`config.mk`:
```
export PLATFORM = sky130hd
export DESIGN_NAME = digit_scan_sequencer
export DESIGN_NICKNAME = d
export VERILOG_FILES = /design/src/rtl/digit_scan_sequencer.sv
export SDC_FILE = /design/constraint.sdc
export NUM_CORES = 1
export LEC_CHECK = 0
export BUFFER_PORTS_ARGS = -buffer_cell sky130_fd_sc_hd__buf_2
export CORE_UTILIZATION = 29
export DETAILED_ROUTE_END_ITERATION = 8
export PLACE_DENSITY = 0.55
export SKIP_CTS_REPAIR_TIMING = 1
export SYNTH_ARGS = -nofsm -noshare
export SYNTH_HDL_FRONTEND = slang
export SYNTH_SLANG_ARGS = --single-unit
```
`constraint.sdc`:
```
create_clock -name clk -period 2.7 [get_ports clk]
set_input_delay 0.54 -clock clk [delete_from_list [all_inputs] [get_ports clk]]
set_output_delay 0.54 -clock clk [all_outputs]
set_load 0.005 [all_outputs]
```
`src/rtl/digit_scan_sequencer.sv`:
```
// digit_scan_sequencer: free-running 4-digit scan controller.
// Steps the decoder select {a,b} through digits 0..3. Each digit is shown for
// DWELL cycles and then blanked for BLANK cycles. The nibbles come from a
// shadow register that is reloaded from the pending register only at frame
// boundaries, so every frame shows digits from one coherent display word.
module digit_scan_sequencer #(
  parameter int DWELL = 1000,
  parameter int BLANK = 16,
  parameter int CNT_W = 16
) (
  input  logic        clk,
  input  logic        reset,
  input  logic        en,
  input  logic        load,
  input  logic [15:0] data_in,
  output logic        a,
  output logic        b,
  output logic [3:0]  digit,
  output logic        blank,
  output logic        frame_done,
  output logic        update_pending
);

  localparam logic [1:0] IDLE = 2'd0;
  localparam logic [1:0] SHOW = 2'd1;
  localparam logic [1:0] GAP  = 2'd2;

  localparam logic [CNT_W-1:0] DWELL_LAST = CNT_W'(DWELL - 1);
  localparam logic [CNT_W-1:0] BLANK_LAST = CNT_W'(BLANK - 1);

  logic [1:0]       state;
  logic [CNT_W-1:0] cnt;
  logic [15:0]      shadow;
  logic [15:0]      pending;

  // The registered select doubles as the digit index.
  logic [1:0]       idx;
  assign idx = {a, b};

  logic        frame_start;
  logic        step_show;
  logic        to_gap;
  logic        to_idle;
  logic        transfer;
  logic [1:0]  next_idx;
  logic [15:0] view;

  // Decode which transition (if any) happens on the coming edge.
  always_comb begin
    frame_start = 1'b0;
    step_show   = 1'b0;
    to_gap      = 1'b0;
    to_idle     = 1'b0;
    case (state)
      IDLE: frame_start = en;
      SHOW: to_gap = (cnt == DWELL_LAST);
      GAP: begin
        if (cnt == BLANK_LAST) begin
          if (idx != 2'd3) step_show   = 1'b1;
          else if (en)     frame_start = 1'b1;
          else             to_idle     = 1'b1;
        end
      end
      default: to_idle = 1'b1;
    endcase
    transfer = frame_start & update_pending;
    if (frame_start || to_idle) next_idx = 2'd0;
    else if (step_show)         next_idx = idx + 2'd1;
    else                        next_idx = idx;
    // The nibble latched on a frame-start edge must come from the word
    // being transferred on that same edge, not the outgoing shadow.
    view = transfer ? pending : shadow;
  end

  // FSM state and dwell/blank counter.
  always_ff @(posedge clk or posedge reset) begin
    if (reset) begin
      state <= IDLE;
      cnt   <= '0;
    end else begin
      if (frame_start || step_show) state <= SHOW;
      else if (to_gap)              state <= GAP;
      else if (to_idle)             state <= IDLE;

      if (state == IDLE || frame_start || step_show || to_gap || to_idle)
        cnt <= '0;
      else
        cnt <= cnt + CNT_W'(1);
    end
  end

  // Registered outputs: select and digit move only when a digit is entered
  // (or cleared on the return to IDLE, while blank is already high).
  always_ff @(posedge clk or posedge reset) begin
    if (reset) begin
      a          <= 1'b0;
      b          <= 1'b0;
      digit      <= '0;
      blank      <= 1'b1;
      frame_done <= 1'b0;
    end else begin
      frame_done <= frame_start;
      if (frame_start || step_show || to_idle) begin
        {a, b} <= next_idx;
        digit  <= view[{next_idx, 2'b00} +: 4];
      end
      if (frame_start || step_show) blank <= 1'b0;
      else if (to_gap || to_idle)   blank <= 1'b1;
    end
  end

  // Double buffer: load always lands in pending; shadow is refreshed at
  // frame start with the value pending held before that edge.
  always_ff @(posedge clk or posedge reset) begin
    if (reset) begin
      shadow         <= '0;
      pending        <= '0;
      update_pending <= 1'b0;
    end else begin
      if (transfer) shadow <= pending;
      if (load)     pending <= data_in;
      if (load)          update_pending <= 1'b1;
      else if (transfer) update_pending <= 1'b0;
    end
  end

endmodule

```
After elaboration in Yosys (flattened, before gate mapping). Cells that the tools add are included.

Output and inout port bits: 9. Input port bits: 20. Logic and storage cells: 55. Register bits: 59.

Add/sub/neg operators: 2. Shifts and indexed selects: 1. Reduce and logical (&&, ||, !) cells: 13. Multiplexer cells: 23. Equal/unequal tests: 5. Bitwise operators: 1.

Operators with widths (number): 16-bit two-way mux (2); 16-bit by 1-bit adder with 16-bit output, second input constant (1); 16-bit by 10-bit equality test with 1-bit output, second input constant (1); 16-bit by 4-bit equality test with 1-bit output, second input constant (1); 16-bit by 5-bit variable part select with 4-bit output (1); 1-bit two-way mux (14); 2-bit two-way mux (5); 1-bit logical OR (8); 1-bit one-hot mux with 2 select lines (2); 2-bit nonzero test (2); 3-bit nonzero test (1); 2-bit by 1-bit adder with 2-bit output, second input constant (1); 2-bit by 1-bit equality test with 1-bit output, second input constant (1); 2-bit equality test, second input constant (1); 2-bit zero test (1); 2-bit inequality test, second input constant (1); 2-bit OR reduction (1); 1-bit bitwise AND (1).

Depth between registers and ports, before layout. Gate-level depths: netlist of run 1.

Word-level depth: 9. Depth in mapped cells: 8. Depth with buffers taken out: 7.

Worst setup path after synthesis of run 1. Ideal clock, no wire load.

Path type: register to register. From: register cnt[13]. To: register digit[3]. Clock period less this slack: 2165 ps. Slack: 535 ps. Stages on the path, launching flop included: 8. Setup time: 135 ps. Buffers on the path: 1. Data arrival time: 2030 ps. Cell sequence: dfrtp_1 -> or4_4 -> nor4_4 -> nand2_2 -> a221o_1 -> buf_6 -> a221oi_1 -> a211oi_1.

Word-level cells in the longest chain between the ends: 6.

RTL lines: start: declaration (line 32) `logic [CNT_W-1:0] cnt;`; start signal: assignment (line 88) `cnt <= cnt + CNT_W'(1);`; 16-bit by 4-bit equality test with 1-bit output (*) (line 58) `if (cnt == BLANK_LAST) begin`; 1-bit two-way mux (line 58); 1-bit one-hot mux with 2 select lines or 1-bit two-way mux (tied branches) (line 54) `case (state)`; 1-bit bitwise AND, or another cell as far along (line 66) `transfer = frame_start & update_pending;`; 16-bit two-way mux or 2-bit two-way mux (tied branches); 16-bit by 5-bit variable part select with 4-bit output (line 105) `digit <= view[{next_idx, 2'b00} +: 4];`; end signal: assignment (line 105); end: declaration (line 18) `output logic [3:0] digit,`.

Every way passes the cells marked *; elsewhere a longest branch is shown, timed or not. A chain may end at the register's enable or synchronous reset.

Final worst setup path of run 1.
From: register b. To: register digit[2].

Word-level cells in the longest chain between the ends: 7.

RTL lines: start: declaration (line 17) `output logic b,`; start signal: assignment (line 104) `{a, b} <= next_idx;`; 2-bit inequality test (line 59) `if (idx != 2'd3) step_show = 1'b1;`; 1-bit two-way mux (line 59); 1-bit two-way mux (line 58); 1-bit one-hot mux with 2 select lines (line 54); 1-bit bitwise AND (line 66); 16-bit two-way mux; named net view[10] (line 46) `logic [15:0] view;`; 16-bit by 5-bit variable part select with 4-bit output (line 105).

The timed path passes the listed nets, and every way through them passes these cells.

==> flow_summary.ini, run 1 <==
[place]
dp.cells = 348
port_buffers = 28
routabilityCongestion = 0.7572
dp_hpwl_um = 3555

[cells_and_area]
nFillCells = 875
num_antenna_cells = 0
layout_common_cells = dfrtp_1, mux2_2, buf_2, nor2_1, xnor2_1
fin_nets = 273
final_common_cell = dfrtp_1
syn2layout_area_growth_pct = 17.46
final_cells = 364
drive_gt1_share_pct = 34.77

[logic_synthesis]
ys_warn_count = 0
yosysSeqAreaShare_pct = 55.58
synthArstFlopShare_pct = 100.0
syn_area_um2 = 2659
ys_seq_elements = 59
synth_flop_cell = dfrtp_1
synth_nets = 237
synth_area_leader_cell = dfrtp_1
avgSynthCellArea_um2 = 12.37
syn_inst = 215
synth.top_cells.by_area = dfrtp_1, mux2_2, xnor2_1
synth-edff-count = 0
ys_types = 47
synthDominantCellAreaShare_pct = 54.59

[die]
die_w_um = 97.75
num_rows = 34
die_h_um = 97.75
core_area_um2 = 8806
io_pins = 29
initial_core_util_pct = 30.19
die-area_um2 = 9555

[run]
cap_violations = 0

[power]
irDropWorstVdd_v = 0.0002554
leakage_nw = 1.423
p_per_area_nw_per_um2 = 849.6

[worst_setup_path]
endpoint_kind = register
critPathKind = register to register
critPathArrivalTime_ps = 2630
required_ps = 2910
start_kind = register
worstPathMaxFanout = 14
rrSetupSlack_ps = 280

[routing]
drtIter0Drc = 71
vias_per_cell = 4.827
num_vias = 1757
wirelength_um = 5087
remaining_drc_errors = 4
ant_nets = 0
wl_per_cell_um = 13.98
drtPass1Iterations = 6

[clock_tree]
clkSinkCount = 59
h-tree-depth = 3
clk_pin_slew_ps = 70
cts_root_buf = clkbuf_8
numCtsBuffers = 9
clk_path_buf_depth = 2
clock_latency_ps = 340
cts_tree = built

[outcome]
status = finished, violations left
failed_checks = DRC

[sta]
hold_viol = 0
maxSlewHeadroom_pct = 51.02
final.setup_skew_ps = 9.471
period_share_pct = 89.52
drv_slew = 0
tns_ps = 0
timing.fmax_ghz = 0.4137
fin_crit_ps = 2417
tightest_slew_ps = 734.8
rsz0062_at_grt = false
finalSetupViolations = 0

[grt]
grt_pass1_vias = 1741
grt_pass1_wl_um = 8590
grt_start_max_net_pins = 60
grt_overflow = 0
grt_use_total_pct = 11.77
antenna_found_initial = 0

[min_path]
min_path_type = input port to asynchronous set/reset pin
-- per-stage QoR --
stage / utilization [%] / power, mW / worst slack [ps] / cell area, um^2 / hold WS [ps]
final: 35.46 / 2.653 / 282.9 / 3123 / 405.2
after global routing: 35.46 / 2.810 / 138.6 / 3123 / 411.7
after CTS: 35.46 / 2.694 / 301.5 / 3123 / 410.0
after detailed placement: 33.09 / 1.824 / 313.3 / 2914 / 456.3
after global placement: 33.09 / 1.803 / 368.4 / 2914 / 442.2
after floorplan: - / 1.631 / 535.4 / 2659 / 423.8
-- Yosys cell counts, types with 2 or more instances --
library cell / instances
nand4_1: 2
and3_2: 2
nor2b_1: 4
o22ai_1: 4
nand2_1: 7
dfrtp_1: 58
nor3_1: 4
nand3_1: 4
ha_1: 2
xnor2_1: 11
xor2_1: 3
inv_1: 6
a221oi_1: 4
o21ai_0: 4
nor2_1: 23
nand2b_1: 2
mux2_2: 28
a21o_1: 4
a211oi_1: 4
and3_1: 7
mux2i_1: 4
buf_6: 2
buf_4: 2
-- flip-flops by register name, summed over array words and instances (netlist names) --
| signal | count |
|---|---|
| pending | 16 |
| digit | 4 |
| blank | 1 |
| a | 1 |
| state | 2 |
| cnt | 16 |
| frame_done | 1 |
| b | 1 |
| shadow | 16 |
| update_pending | 1 |
-- path summary, 6_finish.rpt --
| check | start | cells after the start | endpoint |
|---|---|---|---|
| max | b | 8 | digit[2] |
| min | reset | 3 | cnt[8] |
| max reg2reg | b | 8 | digit[2] |
| min reg2reg | cnt[0] | 1 | cnt[0] |
| max in group asynchronous | reset | 3 | state[0] |
| min in group clk | data_in[2] | 2 | pending[2] |
-- final cells by class --
class / instances / area (um^2) / area share, %
Clock buffer: 11 / 131.4 / 4.207
Clock inverter: 5 / 77.57 / 2.484
Inverter: 6 / 22.52 / 0.7212
Multi-Input combinational cell: 143 / 1109 / 35.50
Sequential cell: 59 / 1478 / 47.32
Tap cell: 108 / 135.1 / 4.327
Timing Repair Buffer: 32 / 170.2 / 5.449
-- where the power goes --
part | switching [mW] | internal (mW) | total, mW
logic | 0.281 | 0.296 | 0.577
registers | 0.115 | 1.10 | 1.22
clock network | 0.342 | 0.517 | 0.859
total | 0.739 | 1.91 | 2.65
-- metal layers --
metal	part of all wire (%)	track usage [%]
met2	45	16.64
met5	0	0
met1	48	15.86
met3	5.2	3.794
met4	2.2	6.643
-- critical path, stage by stage, from the launching register on --
cell and delay, ps:
dfrtp_1 430, ha_1 230, nor4b_1 460, nand4b_4 160, a21oi_2 160, buf_4 230
mux2_2 380, mux2i_1 150, a211oi_1 90
-- kinds of logic after synthesis --
kind of cell,after synthesis,synth area share (%)
simple gates,66,14.92
flops,59,55.58
mux,32,13.36
compound gates,29,7.859
xor+xnor,14,4.612
buf+inv,13,2.729
fa+ha+maj,2,0.9410
Note: power is estimated with default switching activity, not from simulation.
==> run 2: changes to the inputs <==
==> constraint.sdc (replaced) <==
create_clock -name clk -period 2.7 [get_ports clk]
set_input_delay 0.27 -clock clk [delete_from_list [all_inputs] [get_ports clk]]
set_output_delay 0.27 -clock clk [all_outputs]
set_load 0.005 [all_outputs]
==> flow_summary.ini, run 2 (synthesis results as in run 1) <==
[grt]
grt_pass1_vias = 1756
grt_overflow = 0
grt_use_total_pct = 12.36
grt_pass1_wl_um = 8935
antenna_found_initial = 0
grt_start_max_net_pins = 27

[cells_and_area]
num_antenna_cells = 0
layout_common_cells = dfrtp_1, mux2_2, buf_2, nor2_1
fin_nets = 275
final_common_cell = dfrtp_1
syn2layout_area_growth_pct = 18.82
drive_gt1_share_pct = 35.27
final_core_util_pct = 35.88
top_regs = cnt: 16 flops, pending: 16 flops, shadow: 16 flops

[die]
die-area_um2 = 9555
core_area_um2 = 8806
initial_core_util_pct = 30.19
die_h_um = 97.75
num_rows = 34
io_pins = 29
die_w_um = 97.75

[run]
cap_violations = 0

[routing]
wl_per_cell_um = 14.22
drtPass1Iterations = 6
remaining_drc_errors = 5
vias_per_cell = 4.781
drtIter0Drc = 109
num_vias = 1750
ant_nets = 0
wirelength_um = 5204

[worst_setup_path]
start_kind = register
required_ps = 2900
r2r-end = digit[2]
rrSetupSlack_ps = 260
worstPathMaxFanout = 13
endpoint = digit[2]
critPathArrivalTime_ps = 2650
reg2reg_depth = 8
reg2reg_from = b
endpoint_kind = register
critPathKind = register to register
startpoint = b

[sta]
maxSlewHeadroom_pct = 53.27
period_share_pct = 90.46
tightest_slew_ps = 700.5
hold_viol = 0
fin_crit_ps = 2442
final.setup_skew_ps = 4.253
tns_ps = 0
rsz0062_at_grt = false
timing.fmax_ghz = 0.4094
finalSetupViolations = 0
drv_slew = 0

[place]
dp_hpwl_um = 3679
port_buffers = 28
routabilityCongestion = 0.7649

[outcome]
failed_checks = DRC
status = finished, violations left

[clock_tree]
numCtsBuffers = 9
clk_pin_slew_ps = 70
clock_latency_ps = 340
clkSinkCount = 59
cts_tree = built
clk_path_buf_depth = 2
h-tree-depth = 3
cts_root_buf = clkbuf_8

[power]
irDropWorstVdd_v = 0.0002607
p_per_area_nw_per_um2 = 855.7
leakage_nw = 1.441

[min_path]
min_path_type = input port to register
[run 2: cell count changes in the layout (fill, tap and decap cells not counted), sizes merged]
cell         delta
buf             +1
clkbuf          +1
clkinv          -1
dlygate4sd3     +1
[run 2: worst min-delay path by stage]
stage                     start     endpoint  slack, ps  depth (start not counted)
floorplan           data_in[10]  pending[10]        420                          1
global placement          reset   pending[4]        250                          2
detailed placement        reset   pending[8]        260                          2
CTS                       reset   pending[5]       -110                          2
global route         data_in[3]   pending[3]        150                          2
finish               data_in[3]   pending[3]        160                          2
[run 2: layer usage]
layer,up-vias,track usage (%),part of all wire (%)
met5,-,0,0
met4,0,7.692,2.4
met3,8,3.722,3.7
met2,36,17.46,45
met1,863,16.54,49
li1,843,-,-
[run 2: final cells by class]
class / instances / area [um^2]
well taps: 108 / 135.1
fillers: 867 / 5647
multi-input cells: 143 / 1109
inverters: 6 / 22.52
flip-flops and latches: 59 / 1478
repair buffers: 34 / 187.7
clock buffers: 12 / 155.1
clock inverters: 4 / 72.57
[run 2: report_power, final]
part | total (mW) | switching (mW) | internal [mW]
Combinational | 0.577 | 0.279 | 0.298
Clock | 0.912 | 0.343 | 0.569
Sequential | 1.21 | 0.112 | 1.10
Total | 2.70 | 0.735 | 1.97
[run 2: per-stage QoR]
step                      cell area, um^2  total power, mW  cells  setup slack, ps  hold slack (ps)
final                                3159            2.703    366            257.7            158.9
after global routing                 3159            2.876    366            84.14            145.2
after CTS                            3149            2.740    365            240.6           -109.4
after detailed placement             2922            1.820    349            261.2            261.7
after global placement               2922            1.803    349            313.4            253.5
after floorplan                      2659            1.631    215            535.4            421.7
[run 2: critical path, stage by stage, from the launching register on]
cell	delay, ps
dfrtp_1	460
ha_1	240
nor4b_1	450
nand4b_4	160
a21oi_2	170
buf_4	230
mux2_2	370
mux2i_1	140
a211oi_1	90
==> run 3: changes to the inputs <==
Settings changed: ABC_AREA from default to 0, CAP_MARGIN from default to 0, CORE_UTILIZATION 29 to 30, PLACE_DENSITY 0.55 to 0.56.
==> flow_summary.ini, run 3 (synthesis results as in run 1) <==
[worst_setup_path]
crit_path_cell_trace = ha_1 > nor4b_1 > nand4b_4 > a21oi_4 > mux2_2 > mux2i_1 > a211oi_1
path_buf_inv = 0
reg2reg_depth = 7
slowest_delay_ps = 510
critPathKind = register to register
start_kind = register
critPathArrivalTime_ps = 2640
startpoint = b
path_depth = 7
worstPathMaxFanout = 10
endpoint_kind = register
endpoint = digit[3]
reg2reg_from = b
rrSetupSlack_ps = 260
r2r-end = digit[3]
slowest_stage = nor4b_1
cp_top_family = simple AND/OR/NAND/NOR gates
required_ps = 2900

[clock_tree]
clk_path_buf_depth = 2
cts_tree = built
clock_latency_ps = 330
numCtsBuffers = 9
cts_root_buf = clkbuf_8
clk_pin_slew_ps = 60
clkSinkCount = 59
h-tree-depth = 3

[grt]
antenna_found_initial = 0
grt_pass1_vias = 1735
grt_overflow = 0
grt_use_total_pct = 13.20
grt_start_max_net_pins = 23
grt_pass1_wl_um = 8942

[power]
leakage_nw = 1.448
switching_share_pct = 26.84
p_switching_mw = 0.7388
p_clk_share_pct = 34.1
p_per_area_nw_per_um2 = 867.3
seq_power_share_pct = 44.4
internal_power_mw = 2.013
irDropWorstVdd_v = 0.0002705
pwr-share-comb_pct = 21.5

[place]
routabilityCongestion = 0.8026
port_buffers = 28
dp_hpwl_um = 3864
dp.cells = 347

[sta]
tns_ps = 0
final.setup_skew_ps = 6.316
timing.fmax_ghz = 0.4094
hold_viol = 0
tightest_slew_ps = 701.3
fin_crit_ps = 2442
maxSlewHeadroom_pct = 53.22
holdWs_ps = 164.2
finalSetupViolations = 0
rsz0062_at_grt = false
period_share_pct = 90.46
drv_slew = 0

[die]
num_rows = 33
die_h_um = 96.14
initial_core_util_pct = 31.72
io_pins = 29
die_w_um = 96.14
die-area_um2 = 9243
core_area_um2 = 8382

[routing]
num_vias = 1766
vias_per_cell = 4.865
ant_nets = 0
wl_per_cell_um = 14.74
drtIter0Drc = 56
drtPass1Iterations = 4
remaining_drc_errors = 0
wirelength_um = 5349

[run]
cap_violations = 0

[cells_and_area]
syn2layout_area_growth_pct = 19.34
drive_gt1_share_pct = 35.27
fin_nets = 276
layout_common_cells = dfrtp_1, mux2_2, buf_2, nor2_1, xnor2_1
final_common_cell = dfrtp_1
num_antenna_cells = 0
final_cells = 363
top_regs = cnt: 16 flops, pending: 16 flops, shadow: 16 flops

[min_path]
min_path_type = input port to register

[outcome]
status = completed
[run 3: worst min-delay path by stage]
stage	startpoint	to	slack, ps	depth (start not counted)
2_1_floorplan	data_in[10]	pending[10]	420	1
3_3_place_gp	reset	pending[4]	290	2
3_5_place_dp	reset	pending[4]	300	2
4_1_cts	reset	pending[4]	-70	2
5_1_grt	data_in[4]	pending[4]	150	2
6_report	data_in[4]	pending[4]	160	2
[run 3: power groups by stage]
stage	Combinational (mW)	Sequential, mW	Clock (mW)
floorplan	0.433	1.20	0
global placement	0.578	1.23	0
detailed placement	0.596	1.24	0
CTS	0.598	1.22	0.964
global route	0.662	1.24	1.01
finish	0.592	1.22	0.938
[run 3: area by class of cell]
type	count	area [um^2]
clock inverters	5	102.6
repair buffers	35	195.2
clock buffers	10	127.6
inverters	6	22.52
fillers	842	5209
well taps	105	131.4
multi-input cells	143	1116
flip-flops and latches	59	1478
[run 3: metrics by stage]
stage                     utilization, %  worst slack (ps)  total power, mW  cell area (um^2)
after floorplan                        -             535.4            1.631              2659
after global placement             34.90             147.8            1.813              2925
after detailed placement           34.90             134.7            1.833              2925
after CTS                          37.65             65.86            2.785              3156
after global routing               37.86             74.23            2.914              3173
final                              37.86             257.7            2.752              3173
[run 3: routing by layer]
layer	GRT usage, %	vias up	wire, um
met2	18.32	44	2382
li1	-	845	-
met3	4.423	9	263
met4	5.970	0	106
met5	0	-	0
met1	18.40	868	2597
